<file path="config.mk">
export PLATFORM = sky130hd
export DESIGN_NAME = chain_meas_ctrl
export DESIGN_NICKNAME = d
export VERILOG_FILES = /design/src/rtl/chain_meas_ctrl.sv
export SDC_FILE = /design/constraint.sdc
export NUM_CORES = 1
export LEC_CHECK = 0
export BUFFER_PORTS_ARGS = -buffer_cell sky130_fd_sc_hd__clkbuf_2
export CORE_MARGIN = 8
export CORE_UTILIZATION = 50
export CTS_CLUSTER_DIAMETER = 100
export DETAILED_ROUTE_END_ITERATION = 8
export HOLD_SLACK_MARGIN = 0.1
export PLACE_DENSITY = 0.84
export SYNTH_ARGS = -nofsm -noshare
export SYNTH_HDL_FRONTEND = slang
export SYNTH_SLANG_ARGS = --single-unit
</file>
<file path="constraint.sdc">
create_clock -name clk -period 3.8 [get_ports clk]
set_input_delay 0.57 -clock clk [delete_from_list [all_inputs] [get_ports clk]]
set_output_delay 0.57 -clock clk [all_outputs]
set_load 0.1 [all_outputs]
</file>
<file path="src/rtl/chain_meas_ctrl.sv">
// Delay-chain latency measurement controller.
// Launches a toggle on one chain and counts clk cycles until it returns.
module chain_meas_ctrl #(
  parameter int NCH     = 8,
  parameter int CW      = 12,
  parameter int TIMEOUT = 4095
) (
  input  logic           clk,
  input  logic           rst_n,
  input  logic           start,
  input  logic           abort,
  input  logic [2:0]     chan_sel,
  output logic [NCH-1:0] chain_din,
  input  logic [NCH-1:0] chain_dout,
  output logic           busy,
  output logic           done,
  output logic [CW-1:0]  result,
  output logic [2:0]     result_ch,
  output logic           timed_out
);

  typedef enum logic [2:0] {
    S_IDLE,
    S_ARM,
    S_LAUNCH,
    S_WAIT,
    S_DONE
  } state_e;

  localparam logic [CW-1:0] TO_C = CW'(TIMEOUT);

  state_e         state_q, state_d;
  logic [NCH-1:0] sync1_q, sdout_q;
  logic [NCH-1:0] din_q, din_d;
  logic [CW-1:0]  cnt_q, cnt_d;
  logic [CW-1:0]  res_q, res_d;
  logic [2:0]     sel_q, sel_d;
  logic [2:0]     rch_q, rch_d;
  logic           to_q, to_d;
  logic           match;

  // Selected chain has settled to the level we are driving.
  assign match = (sdout_q[sel_q] == din_q[sel_q]);

  // Two-flop synchronizer on every chain output.
  always_ff @(posedge clk or negedge rst_n) begin
    if (!rst_n) begin
      sync1_q <= '0;
      sdout_q <= '0;
    end else begin
      sync1_q <= chain_dout;
      sdout_q <= sync1_q;
    end
  end

  // State, launch levels, counter and result registers.
  always_ff @(posedge clk or negedge rst_n) begin
    if (!rst_n) begin
      state_q <= S_IDLE;
      din_q   <= '0;
      cnt_q   <= '0;
      res_q   <= '0;
      sel_q   <= '0;
      rch_q   <= '0;
      to_q    <= 1'b0;
    end else begin
      state_q <= state_d;
      din_q   <= din_d;
      cnt_q   <= cnt_d;
      res_q   <= res_d;
      sel_q   <= sel_d;
      rch_q   <= rch_d;
      to_q    <= to_d;
    end
  end

  // Next-state logic; abort beats match, match beats timeout.
  always_comb begin
    state_d = state_q;
    din_d   = din_q;
    cnt_d   = cnt_q;
    res_d   = res_q;
    sel_d   = sel_q;
    rch_d   = rch_q;
    to_d    = to_q;
    unique case (state_q)
      S_IDLE: begin
        if (start) begin
          sel_d   = chan_sel;
          cnt_d   = '0;
          state_d = S_ARM;
        end
      end
      S_ARM: begin
        if (abort) begin
          state_d = S_IDLE;
        end else if (match) begin
          state_d = S_LAUNCH;
        end else if (cnt_q == TO_C) begin
          res_d   = '0;
          to_d    = 1'b1;
          rch_d   = sel_q;
          state_d = S_DONE;
        end else begin
          cnt_d = cnt_q + CW'(1);
        end
      end
      S_LAUNCH: begin
        if (abort) begin
          state_d = S_IDLE;
        end else begin
          din_d[sel_q] = ~din_q[sel_q];
          cnt_d        = '0;
          state_d      = S_WAIT;
        end
      end
      S_WAIT: begin
        if (abort) begin
          state_d = S_IDLE;
        end else if (match) begin
          res_d   = cnt_q;
          to_d    = 1'b0;
          rch_d   = sel_q;
          state_d = S_DONE;
        end else if (cnt_q == TO_C) begin
          res_d   = TO_C;
          to_d    = 1'b1;
          rch_d   = sel_q;
          state_d = S_DONE;
        end else begin
          cnt_d = cnt_q + CW'(1);
        end
      end
      S_DONE: begin
        state_d = S_IDLE;
      end
      default: begin
        state_d = S_IDLE;
      end
    endcase
  end

  assign chain_din = din_q;
  assign busy      = (state_q != S_IDLE);
  assign done      = (state_q == S_DONE);
  assign result    = res_q;
  assign result_ch = rch_q;
  assign timed_out = to_q;

endmodule

</file>
## Word-level counts from Yosys, hierarchy flattened

Cells that the tools add are included.

- Register bits: 58
- Input port bits: 15
- Output and inout port bits: 26

- Add/sub/neg operators: 1
- Magnitude comparators: 2
- Eq/ne operators: 16
- Multiplexer cells: 40
- Bitwise gates (word level): 2
- Reduce and logical (&&, ||, !) cells: 11

Operators by type and width:

| operator | number |
|---|---|
| two-way mux 12 bit | 11 |
| one-hot mux 12 bit (3 select lines) | 1 |
| two-way mux 3 bit | 11 |
| one-hot mux 12 bit (2 select lines) | 1 |
| != test 2 bit, second input constant | 9 |
| adder 12 x 1 -> 12 bit, second input constant | 1 |
| equality test 12 bit, second input constant | 1 |
| one-hot mux 3 bit (4 select lines) | 1 |
| AND reduction 6 bit | 2 |
| bitwise mux 8 bit | 1 |
| two-way mux 1 bit | 8 |
| binary-select mux 1 bit (select 3 bit) | 2 |
| equality test 3 x 2 -> 1 bit, second input constant | 2 |
| one-hot mux 3 bit (2 select lines) | 1 |
| nonzero test 3 bit | 2 |
| less-than comparator 3 x 4 -> 1 bit, second input constant | 1 |
| AND reduction 2 bit | 2 |
| AND reduction 4 bit | 1 |
| demux 1 bit (select 3 bit) | 1 |
| equality test 3 x 1 -> 1 bit, second input constant | 1 |
| equality test 3 bit, second input constant | 1 |
| >= comparator 3 x 1 -> 1 bit, second input constant | 1 |
| zero test 3 bit | 1 |
| != test 3 bit, second input constant | 1 |
| 7 further kinds | 8 |

## Logic depth before layout (Yosys ltp)

- Depth after elaboration: 6
- Depth in mapped cells: 8
- Gate-level depth less buffers: 7

## Least setup slack after synthesis

No wires, ideal clock.

- Path type: flip-flop to output port
- From: reg state_q[2]
- To: out done
- Data arrival time: 2.760 ns
- Data required time: 3.230 ns
- Setup slack: 0.470 ns
- Stages on the path, launching flop included: 3
- Buffers on the path: 1
- Path through: dfrtp_1 -> clkbuf_1 -> nor3b_1

- Longest elaborated chain between the ends: 1

RTL lines:

| item | RTL line | RTL |
|---|---|---|
| from (decl) | 32 | `state_e state_q, state_d;` |
| from (signal assigned) | 67 | `state_q <= state_d;` |
| equality test 3 bit | 145 | `assign done = (state_q == S_DONE);` |
| to (decl) | 16 | `output logic done,` |

Every way passes these cells.

## Final worst setup path

- From: reg sel_q[0]
- To: reg rch_q[0], in the netlist result_ch[0]

- Longest elaborated chain between the ends: 6
- Elaborated cells on any way between the ends: 13
- Those cells by class: 2 x eq/ne; 10 x mux; 1 x reduce/logical

RTL lines:

| item | RTL line | RTL |
|---|---|---|
| from (decl) | 37 | `logic [2:0] sel_q, sel_d;` |
| from (signal assigned) | 71 | `sel_q <= sel_d;` |
| binary-select mux 1 bit (select 3 bit) | 43 | `assign match = (sdout_q[sel_q] == din_q[sel_q]);` |
| two-way mux 1 bit (not written as such) | 43 |  |
| equality test 1 bit | 43 |  |
| two-way mux 3 bit | 120 | `end else if (match) begin` |
| two-way mux 3 bit | 118 | `if (abort) begin` |
| one-hot mux 3 bit (2 select lines) | 86 | `unique case (state_q)` |
| to (signal assigned) | 72 | `rch_q <= rch_d;` |
| to (decl) | 38 | `logic [2:0] rch_q, rch_d;` |

Parallel ways exist; a longest one is shown, timed or not. The select of a mux whose other input is x is not followed.
A chain may end at the register's enable or synchronous reset.

==> flow_metrics.env <==
export IMPL_status="finished, final reports clean"
export IMPL_htreeDepth=3
export IMPL_grt_setup_unrepaired="false"
export IMPL_hold_class="in2async"
export IMPL_dp_hpwl_mm=3.64
export IMPL_cap_violations=0
export IMPL_fin_area_um2=2970
export IMPL_cts_buffers=9
export IMPL_finalMaxSlewViolations=0
export IMPL_start_util=0.523
export IMPL_fin_worst_skew_ns=0.00965
export IMPL_cp_top_family="multiplexers"
export IMPL_core_area_um2=4790
export IMPL_dr_pass1_iters=4
export IMPL_period_share=0.766
export IMPL_portBuffers=40
export IMPL_crit_chain="mux4_2, mux2i_4, xor2_2, mux2i_1, buf_4, mux2_2"
export IMPL_ant_nets=0
export IMPL_crit_arrival_ns=3.13
export IMPL_yosysUniqueCellTypes=42
export IMPL_grt_max_degree=35
export IMPL_synth_warnings=0
export IMPL_post_cts_resized=0
export IMPL_ys_ff_latch=58
export IMPL_crit_type="reg2reg"
export IMPL_synthesis_area_um2=2500
export IMPL_post_cts_buffers=0
export IMPL_cp_max_fo=16
export IMPL_routabilityCongestion=0.888
export IMPL_async_flop_share=1.00
export IMPL_syn_inst=196
export IMPL_ios=41
export IMPL_synth_nets=212
export IMPL_cp_slowest_cell="mux4_2"
export IMPL_nNetsFinal=257
export IMPL_diodes=0
export IMPL_grt_overflow_total=0
export IMPL_period_needed_ns=2.91
export IMPL_wire_per_inst_um=16.4
export IMPL_die_x_um=86.8
export IMPL_crit_buf_inv=1
export IMPL_cp_data_required_time_ns=4.02
export IMPL_avgViaCountPerCell=5.67
export IMPL_fmax_mhz=343
export IMPL_critPathMaxStageDelay_ns=0.58
export IMPL_power_density_nw_per_um2=907
export IMPL_hold_viol_final=0
export IMPL_drive_above_1_share=0.354
export IMPL_clockBufferDepth=2
export IMPL_grtUsageTotal=0.150
export IMPL_synth_top_cell_area_share=0.580
export IMPL_cts_root_buf="clkbuf_8"
export IMPL_yosysSeqAreaShare=0.580
export IMPL_synth_edf_count=0
export IMPL_grt_pass1_vias=1710
export IMPL_cts_sinks=58
export IMPL_clk_latency_ns=0.34
export IMPL_clkTransAtPathRegs_ns=0.07
export IMPL_relSlewSlack=0.463
export IMPL_post_dp_cell_area_um2=2760
export IMPL_rows=25
export IMPL_leakage_nw=1.37
export IMPL_die_h_um=86.8
export IMPL_areaGrowthSynthToFinish_pct=18.5
export IMPL_irDropWorstVdd_uv=733
export IMPL_worstMarginPinSlew_ns=0.805
export IMPL_drc=0
export IMPL_drt_iter0_markers=162
export IMPL_fill_cells=372
export IMPL_synth_largest_area_cell="dfrtp_1"
export IMPL_cts_tree="done"
export IMPL_vias=1775
export IMPL_startpoint_type="flop"
export IMPL_tns_ns=0
export IMPL_grt_pass1_wl_mm=8.51
export IMPL_synth_avg_cell_area_um2=12.8
export IMPL_antenna_found_initial=0
export IMPL_dieArea_um2=7530
export IMPL_hold_buffers=0
export IMPL_drt_wl_total_mm=5.14
export IMPL_setup_viol=0
export IMPL_synthTopCellsByArea="dfrtp_1 (58%), mux2_2 (6.7%), a221o_1 (4.8%), mux4_2 (3.6%), mux2i_1 (1.6%)"
export IMPL_cp_end_kind="flop"
export IMPL_ys_flop_type="dfrtp_1"
-- state kept, by name, indices dropped and copies added, names as in the netlist --
| register | flops |
|---|---|
| sel_q | 3 |
| chain_din | 8 |
| state_q | 3 |
| timed_out | 1 |
| result_ch | 3 |
| sdout_q | 8 |
| cnt_q | 12 |
| result | 12 |
| sync1_q | 8 |
-- routing by layer --
| layer | up-vias | GRT usage | part of all wire |
|---|---|---|---|
| met5 | - | 0 | 0 |
| met2 | 76 | 0.217 | 0.46 |
| met3 | 7 | 0.0539 | 0.082 |
| met4 | 0 | 0.0845 | 0.017 |
| li1 | 826 | - | - |
| met1 | 866 | 0.188 | 0.44 |
-- kinds of logic (layout without fill, tap and decap cells) --
kind of cell,after synthesis,in the layout,synth area share
XOR/XNOR,2,2,0.0100
multiplexers,24,24,0.128
adder cells (fa/ha/maj),1,1,0.00500
AO/OA/AOI/OAI,37,37,0.116
buffers and inverters,15,65,0.0290
AND/OR/NAND/NOR,59,59,0.131
flip-flops,58,58,0.580
-- cell usage after synthesis, types with 4 or more instances --
library cell and n:
a221o_1 12, nand2_1 9, mux2i_1 4, inv_1 5, clkbuf_1 6, mux2_2 15, dfrtp_1 58, nand2b_1 4
nor3_1 8, and3_1 4, nor2_1 8, mux4_2 4, nand3_1 6, a21oi_1 4, o21ai_0 5
-- cell usage in the layout, fill, tap and decap left out, types with 3 or more instances in the layout --
cell	n
clkbuf_8	10
mux4_2	4
buf_4	4
nand4_1	3
o21ai_0	5
or4_1	3
mux2i_1	4
dfrtp_1	58
nor3_1	8
or2_2	3
inv_1	5
nor3b_1	3
and3_1	4
clkbuf_2	40
nor2_1	8
mux2_2	15
nand3_1	6
nand3b_1	3
nand2_1	9
nand2b_1	4
a31oi_1	3
clkinvlp_4	3
a221o_1	12
a21oi_1	4
-- path summary, 6_finish.rpt --
path	start	to	slack, ns	depth (start not counted)
max	sel_q[0]	result_ch[0]	0.89	6
min	rst_n	sel_q[1]	0.31	1
max reg2reg	sel_q[0]	result_ch[0]	0.89	6
min reg2reg	sync1_q[3]	sdout_q[3]	0.35	0
max in group asynchronous	rst_n	cnt_q[5]	2.68	2
min in group clk	chain_dout[5]	sync1_q[5]	0.34	1
-- final cells by class --
cell class	count	area, um2	share of cell area
Sequential cell	58	1450	0.489
Multi-Input combinational cell	123	980	0.330
Timing Repair Buffer	44	230	0.0776
Clock buffer	10	138	0.0464
Tap cell	67	83.8	0.0282
Clock inverter	6	66.3	0.0223
Inverter	5	18.8	0.00632
-- power by group --
part / leakage [nW] / switching, mW / internal [mW] / total, mW
registers: 0.749 / 0.149 / 0.739 / 0.888
clock network: 0.0945 / 0.249 / 0.320 / 0.568
logic: 0.525 / 0.942 / 0.294 / 1.24
total: 1.37 / 1.34 / 1.35 / 2.69
-- stage by stage --
stage	setup slack [ns]	instances	power (mW)	hold WS, ns	util
floorplan	0.470	196	1.92	0.274	-
global placement	0.974	297	2.11	0.333	0.578
detailed placement	0.918	297	2.13	0.335	0.578
CTS	0.899	313	2.70	0.321	0.620
global route	0.678	313	2.82	0.315	0.620
finish	0.889	313	2.69	0.309	0.620
Power figures use the tool's default switching activity.
